`config.mk`:
```
export PLATFORM = sky130hd
export DESIGN_NAME = periph_bus_master
export DESIGN_NICKNAME = d
export VERILOG_FILES = /design/src/rtl/periph_bus_pkg.sv /design/src/rtl/periph_bus_master_cmd_fifo.sv /design/src/rtl/periph_bus_master.sv
export SDC_FILE = /design/constraint.sdc
export NUM_CORES = 1
export LEC_CHECK = 0
export CORE_ASPECT_RATIO = 0.9
export CORE_MARGIN = 3
export CORE_UTILIZATION = 50
export CTS_CLUSTER_SIZE = 12
export DETAILED_ROUTE_END_ITERATION = 8
export PLACE_DENSITY = 0.73
export REMOVE_ABC_BUFFERS = 1
export SYNTH_ARGS = -nofsm -noshare
export SYNTH_HDL_FRONTEND = slang
export SYNTH_SLANG_ARGS = --single-unit
```
`constraint.sdc`:
```
create_clock -name clk -period 4.8 [get_ports clk]
set_input_delay 0.96 -clock clk [delete_from_list [all_inputs] [get_ports clk]]
set_output_delay 0.96 -clock clk [all_outputs]
set_load 0.01 [all_outputs]
```
`src/rtl/periph_bus_pkg.sv`:
```
// Shared definitions for the peripheral bus master: command ops, FSM states,
// command record layout and the peripheral address map.
package periph_bus_pkg;

  typedef enum logic [1:0] {
    OP_READ  = 2'b00,
    OP_WRITE = 2'b01,
    OP_POLL  = 2'b10,
    OP_RSVD  = 2'b11
  } op_t;

  typedef enum logic [1:0] {
    IDLE  = 2'b00,
    ISSUE = 2'b01,
    RESP  = 2'b10
  } state_t;

  typedef struct packed {
    op_t         op;
    logic [31:0] addr;
    logic [31:0] wdata;
    logic [31:0] mask;
  } cmd_t;

  // Peripheral address map
  localparam logic [31:0] TIMER_CTRL_ADDR  = 32'h4000_0000;
  localparam logic [31:0] TIMER_LOAD_ADDR  = 32'h4000_0004;
  localparam logic [31:0] TIMER_COUNT_ADDR = 32'h4000_0008;
  localparam logic [31:0] LED_ADDR         = 32'h4000_000C;
  localparam logic [31:0] SWITCH_ADDR      = 32'h4000_0010;
  localparam logic [31:0] DIGIT_ADDR       = 32'h4000_0014;
  localparam logic [31:0] UART_TXDATA_ADDR = 32'h4000_0018;
  localparam logic [31:0] UART_RXDATA_ADDR = 32'h4000_001C;
  localparam logic [31:0] UART_STATUS_ADDR = 32'h4000_0020;
  localparam logic [31:0] UART_CTRL_ADDR   = 32'h4000_0024;
  localparam logic [31:0] UART_BAUD_ADDR   = 32'h4000_0028;

  localparam logic [31:0] PERIPH_FIRST_ADDR = TIMER_CTRL_ADDR;
  localparam logic [31:0] PERIPH_LAST_ADDR  = UART_BAUD_ADDR;

  // True when the address falls inside the mapped peripheral window
  function automatic logic is_periph_addr(input logic [31:0] a);
    return (a >= PERIPH_FIRST_ADDR) && (a <= PERIPH_LAST_ADDR);
  endfunction

endpackage

```
`src/rtl/periph_bus_master_cmd_fifo.sv`:
```
// Synchronous command FIFO with full/empty flags; head entry is visible
// combinationally on pop_data while not empty.
module cmd_fifo
  import periph_bus_pkg::*;
#(
  parameter int unsigned DEPTH = 4
) (
  input  logic clk,
  input  logic reset,
  input  logic push,
  input  cmd_t push_data,
  output logic full,
  input  logic pop,
  output cmd_t pop_data,
  output logic empty
);

  localparam int unsigned AW = (DEPTH > 1) ? $clog2(DEPTH) : 1;

  cmd_t         mem [DEPTH];
  logic [AW:0]  wr_ptr;
  logic [AW:0]  rd_ptr;

  // Extra pointer bit distinguishes full from empty when indices coincide
  assign empty    = (wr_ptr == rd_ptr);
  assign full     = (wr_ptr[AW] != rd_ptr[AW]) && (wr_ptr[AW-1:0] == rd_ptr[AW-1:0]);
  assign pop_data = mem[rd_ptr[AW-1:0]];

  // Pointer update; push and pop in the same cycle are both honoured
  always_ff @(posedge clk) begin
    if (reset) begin
      wr_ptr <= '0;
      rd_ptr <= '0;
    end else begin
      if (push && !full) begin
        wr_ptr <= wr_ptr + 1'b1;
      end
      if (pop && !empty) begin
        rd_ptr <= rd_ptr + 1'b1;
      end
    end
  end

  // Storage write; contents need no reset since pointers gate visibility
  always_ff @(posedge clk) begin
    if (push && !full) begin
      mem[wr_ptr[AW-1:0]] <= push_data;
    end
  end

endmodule

```
`src/rtl/periph_bus_master.sv`:
```
// Peripheral bus master: queues read/write/poll commands and executes them
// one at a time on a simple single-cycle strobe bus.
module periph_bus_master
  import periph_bus_pkg::*;
#(
  parameter int unsigned FIFO_DEPTH = 4,
  parameter int unsigned LIMIT_W    = 16
) (
  input  logic               clk,
  input  logic               reset,
  input  logic               cmd_valid,
  output logic               cmd_ready,
  input  logic [1:0]         cmd_op,
  input  logic [31:0]        cmd_addr,
  input  logic [31:0]        cmd_wdata,
  input  logic [31:0]        cmd_mask,
  input  logic [LIMIT_W-1:0] poll_limit,
  output logic               rd,
  output logic               wr,
  output logic [31:0]        addr,
  output logic [31:0]        wdata,
  input  logic [31:0]        rdata,
  output logic               resp_valid,
  output logic [31:0]        resp_rdata,
  output logic               resp_timeout,
  output logic               busy
);

  state_t state_q, state_d;

  cmd_t push_cmd;
  cmd_t head;
  logic push, pop, full, empty;

  logic [LIMIT_W-1:0] lim_q;
  logic [LIMIT_W-1:0] retry_q;
  logic               poll_active_q;
  logic [LIMIT_W-1:0] limit_eff;
  logic               poll_match;
  logic               poll_continue;

  logic               resp_load;
  logic [31:0]        resp_rdata_d;
  logic               resp_timeout_d;
  logic [31:0]        resp_rdata_q;
  logic               resp_timeout_q;

  assign cmd_ready = !full;
  assign push      = cmd_valid && !full;
  assign push_cmd  = '{op: op_t'(cmd_op), addr: cmd_addr, wdata: cmd_wdata, mask: cmd_mask};

  cmd_fifo #(
    .DEPTH (FIFO_DEPTH)
  ) u_cmd_fifo (
    .clk       (clk),
    .reset     (reset),
    .push      (push),
    .push_data (push_cmd),
    .full      (full),
    .pop       (pop),
    .pop_data  (head),
    .empty     (empty)
  );

  // The first ISSUE cycle of a poll uses the live limit; later cycles use the latched copy
  assign limit_eff  = poll_active_q ? lim_q : poll_limit;
  assign poll_match = ((rdata & head.mask) == (head.wdata & head.mask));

  assign resp_valid   = (state_q == RESP);
  assign resp_rdata   = resp_rdata_q;
  assign resp_timeout = resp_timeout_q;
  assign busy         = !empty || (state_q != IDLE);

  // State and response registers
  always_ff @(posedge clk) begin
    if (reset) begin
      state_q        <= IDLE;
      resp_rdata_q   <= '0;
      resp_timeout_q <= 1'b0;
    end else begin
      state_q <= state_d;
      if (resp_load) begin
        resp_rdata_q   <= resp_rdata_d;
        resp_timeout_q <= resp_timeout_d;
      end
    end
  end

  // Poll retry bookkeeping: latch limit on the first read, count non-matching reads
  always_ff @(posedge clk) begin
    if (reset) begin
      lim_q         <= '0;
      retry_q       <= '0;
      poll_active_q <= 1'b0;
    end else if (poll_continue) begin
      poll_active_q <= 1'b1;
      retry_q       <= retry_q + LIMIT_W'(1);
      if (!poll_active_q) begin
        lim_q <= poll_limit;
      end
    end else if (pop) begin
      poll_active_q <= 1'b0;
      retry_q       <= '0;
    end
  end

  // Next-state, bus strobes and response capture
  always_comb begin
    state_d        = state_q;
    pop            = 1'b0;
    rd             = 1'b0;
    wr             = 1'b0;
    addr           = '0;
    wdata          = '0;
    resp_load      = 1'b0;
    resp_rdata_d   = '0;
    resp_timeout_d = 1'b0;
    poll_continue  = 1'b0;

    unique case (state_q)
      IDLE: begin
        // Counting the incoming push lets a new command strobe the very next cycle
        if (!empty || push) begin
          state_d = ISSUE;
        end
      end

      ISSUE: begin
        addr  = head.addr;
        wdata = head.wdata;
        unique case (head.op)
          OP_READ: begin
            rd           = 1'b1;
            pop          = 1'b1;
            resp_load    = 1'b1;
            resp_rdata_d = rdata;
            state_d      = RESP;
          end
          OP_WRITE: begin
            wr        = 1'b1;
            pop       = 1'b1;
            resp_load = 1'b1;
            state_d   = RESP;
          end
          OP_POLL: begin
            rd = 1'b1;
            if (poll_match || (retry_q == limit_eff)) begin
              pop            = 1'b1;
              resp_load      = 1'b1;
              resp_rdata_d   = rdata;
              resp_timeout_d = !poll_match;
              state_d        = RESP;
            end else begin
              poll_continue = 1'b1;
            end
          end
          default: begin
            // Reserved op: no bus activity, answered as a timed-out empty response
            pop            = 1'b1;
            resp_load      = 1'b1;
            resp_timeout_d = 1'b1;
            state_d        = RESP;
          end
        endcase
      end

      RESP: begin
        state_d = empty ? IDLE : ISSUE;
      end

      default: begin
        state_d = IDLE;
      end
    endcase
  end

endmodule

```
==> impl_results.html <==
<table>
<tr><th>Metric</th><th>Value</th></tr>
<tr><th colspan="2">Status</th></tr>
<tr><td>Outcome</td><td>complete, no violations</td></tr>
<tr><th colspan="2">Timing</th></tr>
<tr><td>Unrepaired setup endpoints after global routing</td><td>false</td></tr>
<tr><td>Worst setup skew after layout</td><td>0.0115 ns</td></tr>
<tr><td>Max-slew violation count</td><td>0</td></tr>
<tr><td>Max Clock Freq</td><td>229 MHz</td></tr>
<tr><td>Worst slew margin relative to its limit</td><td>32.9%</td></tr>
<tr><td>Final-layout setup total negative slack</td><td>0 ns</td></tr>
<tr><td>Final critical-path required period</td><td>4.37 ns</td></tr>
<tr><td>Setup WS post-layout</td><td>0.427 ns</td></tr>
<tr><td>Transition time of the tightest slew-check pin</td><td>1.01 ns</td></tr>
<tr><td>Final setup violation count</td><td>0</td></tr>
<tr><td>Final Hold Fails</td><td>0</td></tr>
<tr><td>Hold WS</td><td>0.440 ns</td></tr>
<tr><td>Final period utilization</td><td>91.1%</td></tr>
<tr><th colspan="2">Drt</th></tr>
<tr><td>Vias post-DR</td><td>11,900</td></tr>
<tr><td>Antenna viol nets, final</td><td>0</td></tr>
<tr><td>Detailed-route wire length per cell</td><td>22.6 um</td></tr>
<tr><td>First-iteration detailed-routing DRC count</td><td>961</td></tr>
<tr><td>Router iterations before antenna repair</td><td>5</td></tr>
<tr><td>Remaining routing DRC violations</td><td>0</td></tr>
<tr><td>Drt via density</td><td>5.61</td></tr>
<tr><td>Detailed-route wire length</td><td>47.8 mm</td></tr>
<tr><th colspan="2">Clock network</th></tr>
<tr><td>Library cell used as clock root buffer</td><td>sky130_fd_sc_hd__clkbuf_16</td></tr>
<tr><td>Inserted Clock Buffers</td><td>49</td></tr>
<tr><td>Clock insertion delay at the later pin of the skew report</td><td>0.57 ns</td></tr>
<tr><td>H-tree levels</td><td>2</td></tr>
<tr><td>Number of buffers between clock root and the deepest sink</td><td>3</td></tr>
<tr><td>Clock transition at the registers of the reported paths</td><td>0.06 ns</td></tr>
<tr><td>Number of clock sinks</td><td>468</td></tr>
<tr><td>Clock tree from TritonCTS</td><td>yes</td></tr>
<tr><th colspan="2">GRT</th></tr>
<tr><td>Maximum number of pins on one net before global-route repair</td><td>78</td></tr>
<tr><td>Global-route usage over all layers</td><td>22.7%</td></tr>
<tr><td>Wire length of the first global-routing pass</td><td>72.9 mm</td></tr>
<tr><td>Total congestion overflow</td><td>0</td></tr>
<tr><td>Number of antenna violations at the first check in global routing</td><td>6</td></tr>
<tr><td>Vias in the first global route</td><td>12,100</td></tr>
<tr><th colspan="2">Pwr</th></tr>
<tr><td>Net switching power of the design</td><td>0.00223 W</td></tr>
<tr><td>Pwr Density</td><td>386 nW/um^2</td></tr>
<tr><td>Clock share of power</td><td>37.4%</td></tr>
<tr><td>Switching power share of the total</td><td>23.7%</td></tr>
<tr><td>Share of total power in sequential cells</td><td>49.8%</td></tr>
<tr><td>Leakage dissipation</td><td>7.78 nW</td></tr>
<tr><td>Cell-internal power</td><td>0.00716 W</td></tr>
<tr><td>Power after layout</td><td>0.00939 W</td></tr>
<tr><td>Share of total power in combinational logic</td><td>12.8%</td></tr>
<tr><td>Worst IR drop on VDD</td><td>0.000422 V</td></tr>
<tr><th colspan="2">Floorplan</th></tr>
<tr><td>Row count</td><td>68</td></tr>
<tr><td>Area enclosed by the die boundary</td><td>41,900 sq um</td></tr>
<tr><td>Core area</td><td>38,600 sq um</td></tr>
<tr><td>Die span in y</td><td>194 um</td></tr>
<tr><td>Count of pins on the block boundary</td><td>251</td></tr>
<tr><td>Initial core utilization</td><td>51.1%</td></tr>
<tr><td>Die width</td><td>215 um</td></tr>
<tr><th colspan="2">Job</th></tr>
<tr><td>Number of maximum-capacitance constraint violations</td><td>0</td></tr>
<tr><th colspan="2">Worst setup path</th></tr>
<tr><td>Critical-path cell list</td><td>buf_12, mux2i_1, xor2_1, o32ai_1, nor4_2, and4b_1, o2111ai_2, nand3b_1, buf_4, o2bb2ai_1</td></tr>
<tr><td>Number of gates on the worst path with buffers counted</td><td>10</td></tr>
<tr><td>Data required time of the worst path</td><td>5.24 ns</td></tr>
<tr><td>Worst path max stage delay</td><td>0.83 ns</td></tr>
<tr><td>Critical Path Fanout Max</td><td>51</td></tr>
<tr><td>Crit path buf inv count</td><td>2</td></tr>
<tr><td>Critical R2R Capture</td><td>resp_rdata[30]</td></tr>
<tr><td>Worst Setup Path Type</td><td>flip-flop to flip-flop</td></tr>
<tr><td>Critical Path Start Type</td><td>flip-flop</td></tr>
<tr><td>Register-to-register setup slack</td><td>0.43 ns</td></tr>
<tr><td>Crit path arrival time</td><td>4.81 ns</td></tr>
<tr><td>CP delay by family, top</td><td>simple AND/OR/NAND/NOR gates</td></tr>
<tr><td>Crit path capture type</td><td>flip-flop</td></tr>
<tr><td>Worst-case reg-to-reg path depth</td><td>10</td></tr>
<tr><td>Slowest cell on the critical path</td><td>sky130_fd_sc_hd__dfxtp_4</td></tr>
<tr><th colspan="2">Hold path</th></tr>
<tr><td>Hold path endpoint</td><td>resp_rdata[9]</td></tr>
<tr><td>Hold Path Class</td><td>flip-flop to flip-flop</td></tr>
<tr><td>Startpoint of the worst hold path</td><td>resp_rdata[9]</td></tr>
<tr><td>Number of cells on the worst hold path</td><td>2</td></tr>
<tr><th colspan="2">Placement</th></tr>
<tr><td>Post-DP HPWL</td><td>31.2 mm</td></tr>
<tr><td>Port Buf Inserts</td><td>250</td></tr>
<tr><td>Gp weighted congestion</td><td>0.818</td></tr>
<tr><td>Worst setup slack after placement</td><td>0.0667 ns</td></tr>
<tr><td>Standard cell area after detailed placement</td><td>22,800 sq um</td></tr>
<tr><th colspan="2">Synthesis</th></tr>
<tr><td>Share of synthesized area occupied by flip-flops and latches</td><td>67.4%</td></tr>
<tr><td>Dominant register cell in the synthesized netlist</td><td>sky130_fd_sc_hd__edfxtp_1</td></tr>
<tr><td>Fraction of registers with async set or reset after synthesis</td><td>0%</td></tr>
<tr><td>Syn avg cell area</td><td>15.4 sq um</td></tr>
<tr><td>Area share of the leading cell type in the synthesized netlist</td><td>59.7%</td></tr>
<tr><td>Number of distinct standard cells referenced by the synthesized netlist</td><td>71</td></tr>
<tr><td>Ranking of synthesized cells by area</td><td>sky130_fd_sc_hd__edfxtp_1 (60%), sky130_fd_sc_hd__dfxtp_1 (7.7%), sky130_fd_sc_hd__mux2i_1 (5.2%)</td></tr>
<tr><td>Yosys warning count</td><td>0</td></tr>
<tr><td>Count of flip-flops with a built-in enable after synthesis</td><td>392</td></tr>
<tr><td>Count of state elements after synthesis</td><td>468</td></tr>
<tr><td>Cell count after synthesis</td><td>1,284</td></tr>
<tr><td>Netlist area before placement</td><td>19,700 sq um</td></tr>
<tr><td>Area leader, netlist</td><td>sky130_fd_sc_hd__edfxtp_1</td></tr>
<tr><th colspan="2">Cells and area</th></tr>
<tr><td>Top library cells by usage in the layout, fill and taps aside</td><td>sky130_fd_sc_hd__edfxtp_1 (392), sky130_fd_sc_hd__clkdlybuf4s50_1 (250), sky130_fd_sc_hd__mux2i_1 (102)</td></tr>
<tr><td>Number of fillers in the final layout</td><td>2,928</td></tr>
<tr><td>Final design area excluding fillers</td><td>24,300 sq um</td></tr>
<tr><td>Number of nets in the finished design</td><td>1,703</td></tr>
<tr><td>Area growth from synthesis to layout</td><td>23.4%</td></tr>
<tr><td>Share of post-route cells with drive strength above 1</td><td>10.8%</td></tr>
<tr><td>Leading cell type in the layout, fill and taps excluded</td><td>sky130_fd_sc_hd__edfxtp_1</td></tr>
</table>
area by class of cell:
type / count / area [sq um] / area share (%)
inverters: 43 / 161 / 0.663
clock inverters: 14 / 98.8 / 0.406
flip-flops and latches: 468 / 13300 / 54.6
clock buffers: 75 / 1390 / 5.73
multi-input cells: 705 / 5890 / 24.2
well taps: 525 / 657 / 2.70
diodes: 2 / 5.00 / 0.0206
repair buffers: 281 / 2840 / 11.6
flip-flops by register name, summed over array words and instances, names as in the netlist, 2 cells and up, named ones only:
name and flops:
u_cmd_fifo.mem 392, resp_rdata 32, lim_q 16, retry_q 16, u_cmd_fifo.rd_ptr 3, u_cmd_fifo.wr_ptr 3, state_q 2
cells in the mapped netlist, drive strengths merged, types with 20 or more instances:
| cell | instances |
|---|---|
| a211oi | 36 |
| mux2i | 103 |
| xor2 | 56 |
| nand2 | 45 |
| nand3 | 22 |
| o2bb2ai | 32 |
| nor2 | 48 |
| mux4 | 38 |
| edfxtp | 392 |
| nor4 | 20 |
| nand2b | 42 |
| and2 | 41 |
| dfxtp | 76 |
| xnor2 | 27 |
| inv | 43 |
| clkbuf | 33 |
| buf | 35 |
layer usage:
metal,vias to the layer above,GRT usage (%),share of wire (%)
li1,5480,-,-
met1,5919,31.0,43
met2,370,35.7,47
met3,79,6.72,7.9
met4,6,6.58,2.3
met5,-,0,0.086
power groups by stage:
| stage | registers [W] | clock network (W) | logic, W |
|---|---|---|---|
| detailed placement | 0.00476 | 0 | 0.00121 |
| global placement | 0.00475 | 0 | 0.00119 |
| finish | 0.00468 | 0.00351 | 0.00120 |
| global route | 0.00469 | 0.00378 | 0.00130 |
| floorplan | 0.00480 | 0 | 0.000544 |
| CTS | 0.00468 | 0.00359 | 0.00122 |
kinds of logic (layout without fill, tap and decap cells):
family                     count (synthesis)  after routing  share of synthesized area (%)
muxes                                    158            158                           10.6
and+or+nand+nor                          305            305                           8.92
other                                      0              2                              0
DFF                                      468            468                           67.4
AOI/OAI and AO/OA                        153            153                           6.13
adders and majority gates                  6              6                          0.381
xor gates and xnor gates                  83             83                           3.69
buffers and inverters                    111            413                           2.92
worst register-to-register path: cells and delay by family, from the launching register on:
family	cells	cell delay (ns)
AO/OA/AOI/OAI	3	0.61
AND/OR/NAND/NOR	3	1.39
XOR/XNOR	1	0.25
multiplexers	1	0.36
buffers and inverters	2	0.80
flip-flops	1	0.83
metrics by stage:
step | instances | util (%)
finish | 2113 | 63.0
global route | 2113 | 63.0
CTS | 2111 | 63.0
detailed placement | 2022 | 59.1
global placement | 2022 | 59.1
floorplan | 1216 | -
worst max path at each step:
stage / from / endpoint / slack, ns
after floorplan: flip-flop / retry_q[4] / -3.54
after global placement: rdata[22] / resp_rdata[14] / 0.15
after detailed placement: flip-flop / resp_rdata[30] / 0.07
after CTS: flip-flop / resp_rdata[30] / 0.04
after global routing: flip-flop / resp_rdata[3] / 0.22
final: flip-flop / resp_rdata[30] / 0.43
timing repair:
action	in CTS	in global routing
hold buffers	0	0
hold endpoints to repair	0	0
resized for setup	0	1
endpoints found under the setup margin	0	25
buffers inserted	0	0
No activity file was read; power rests on OpenSTA's default activity.
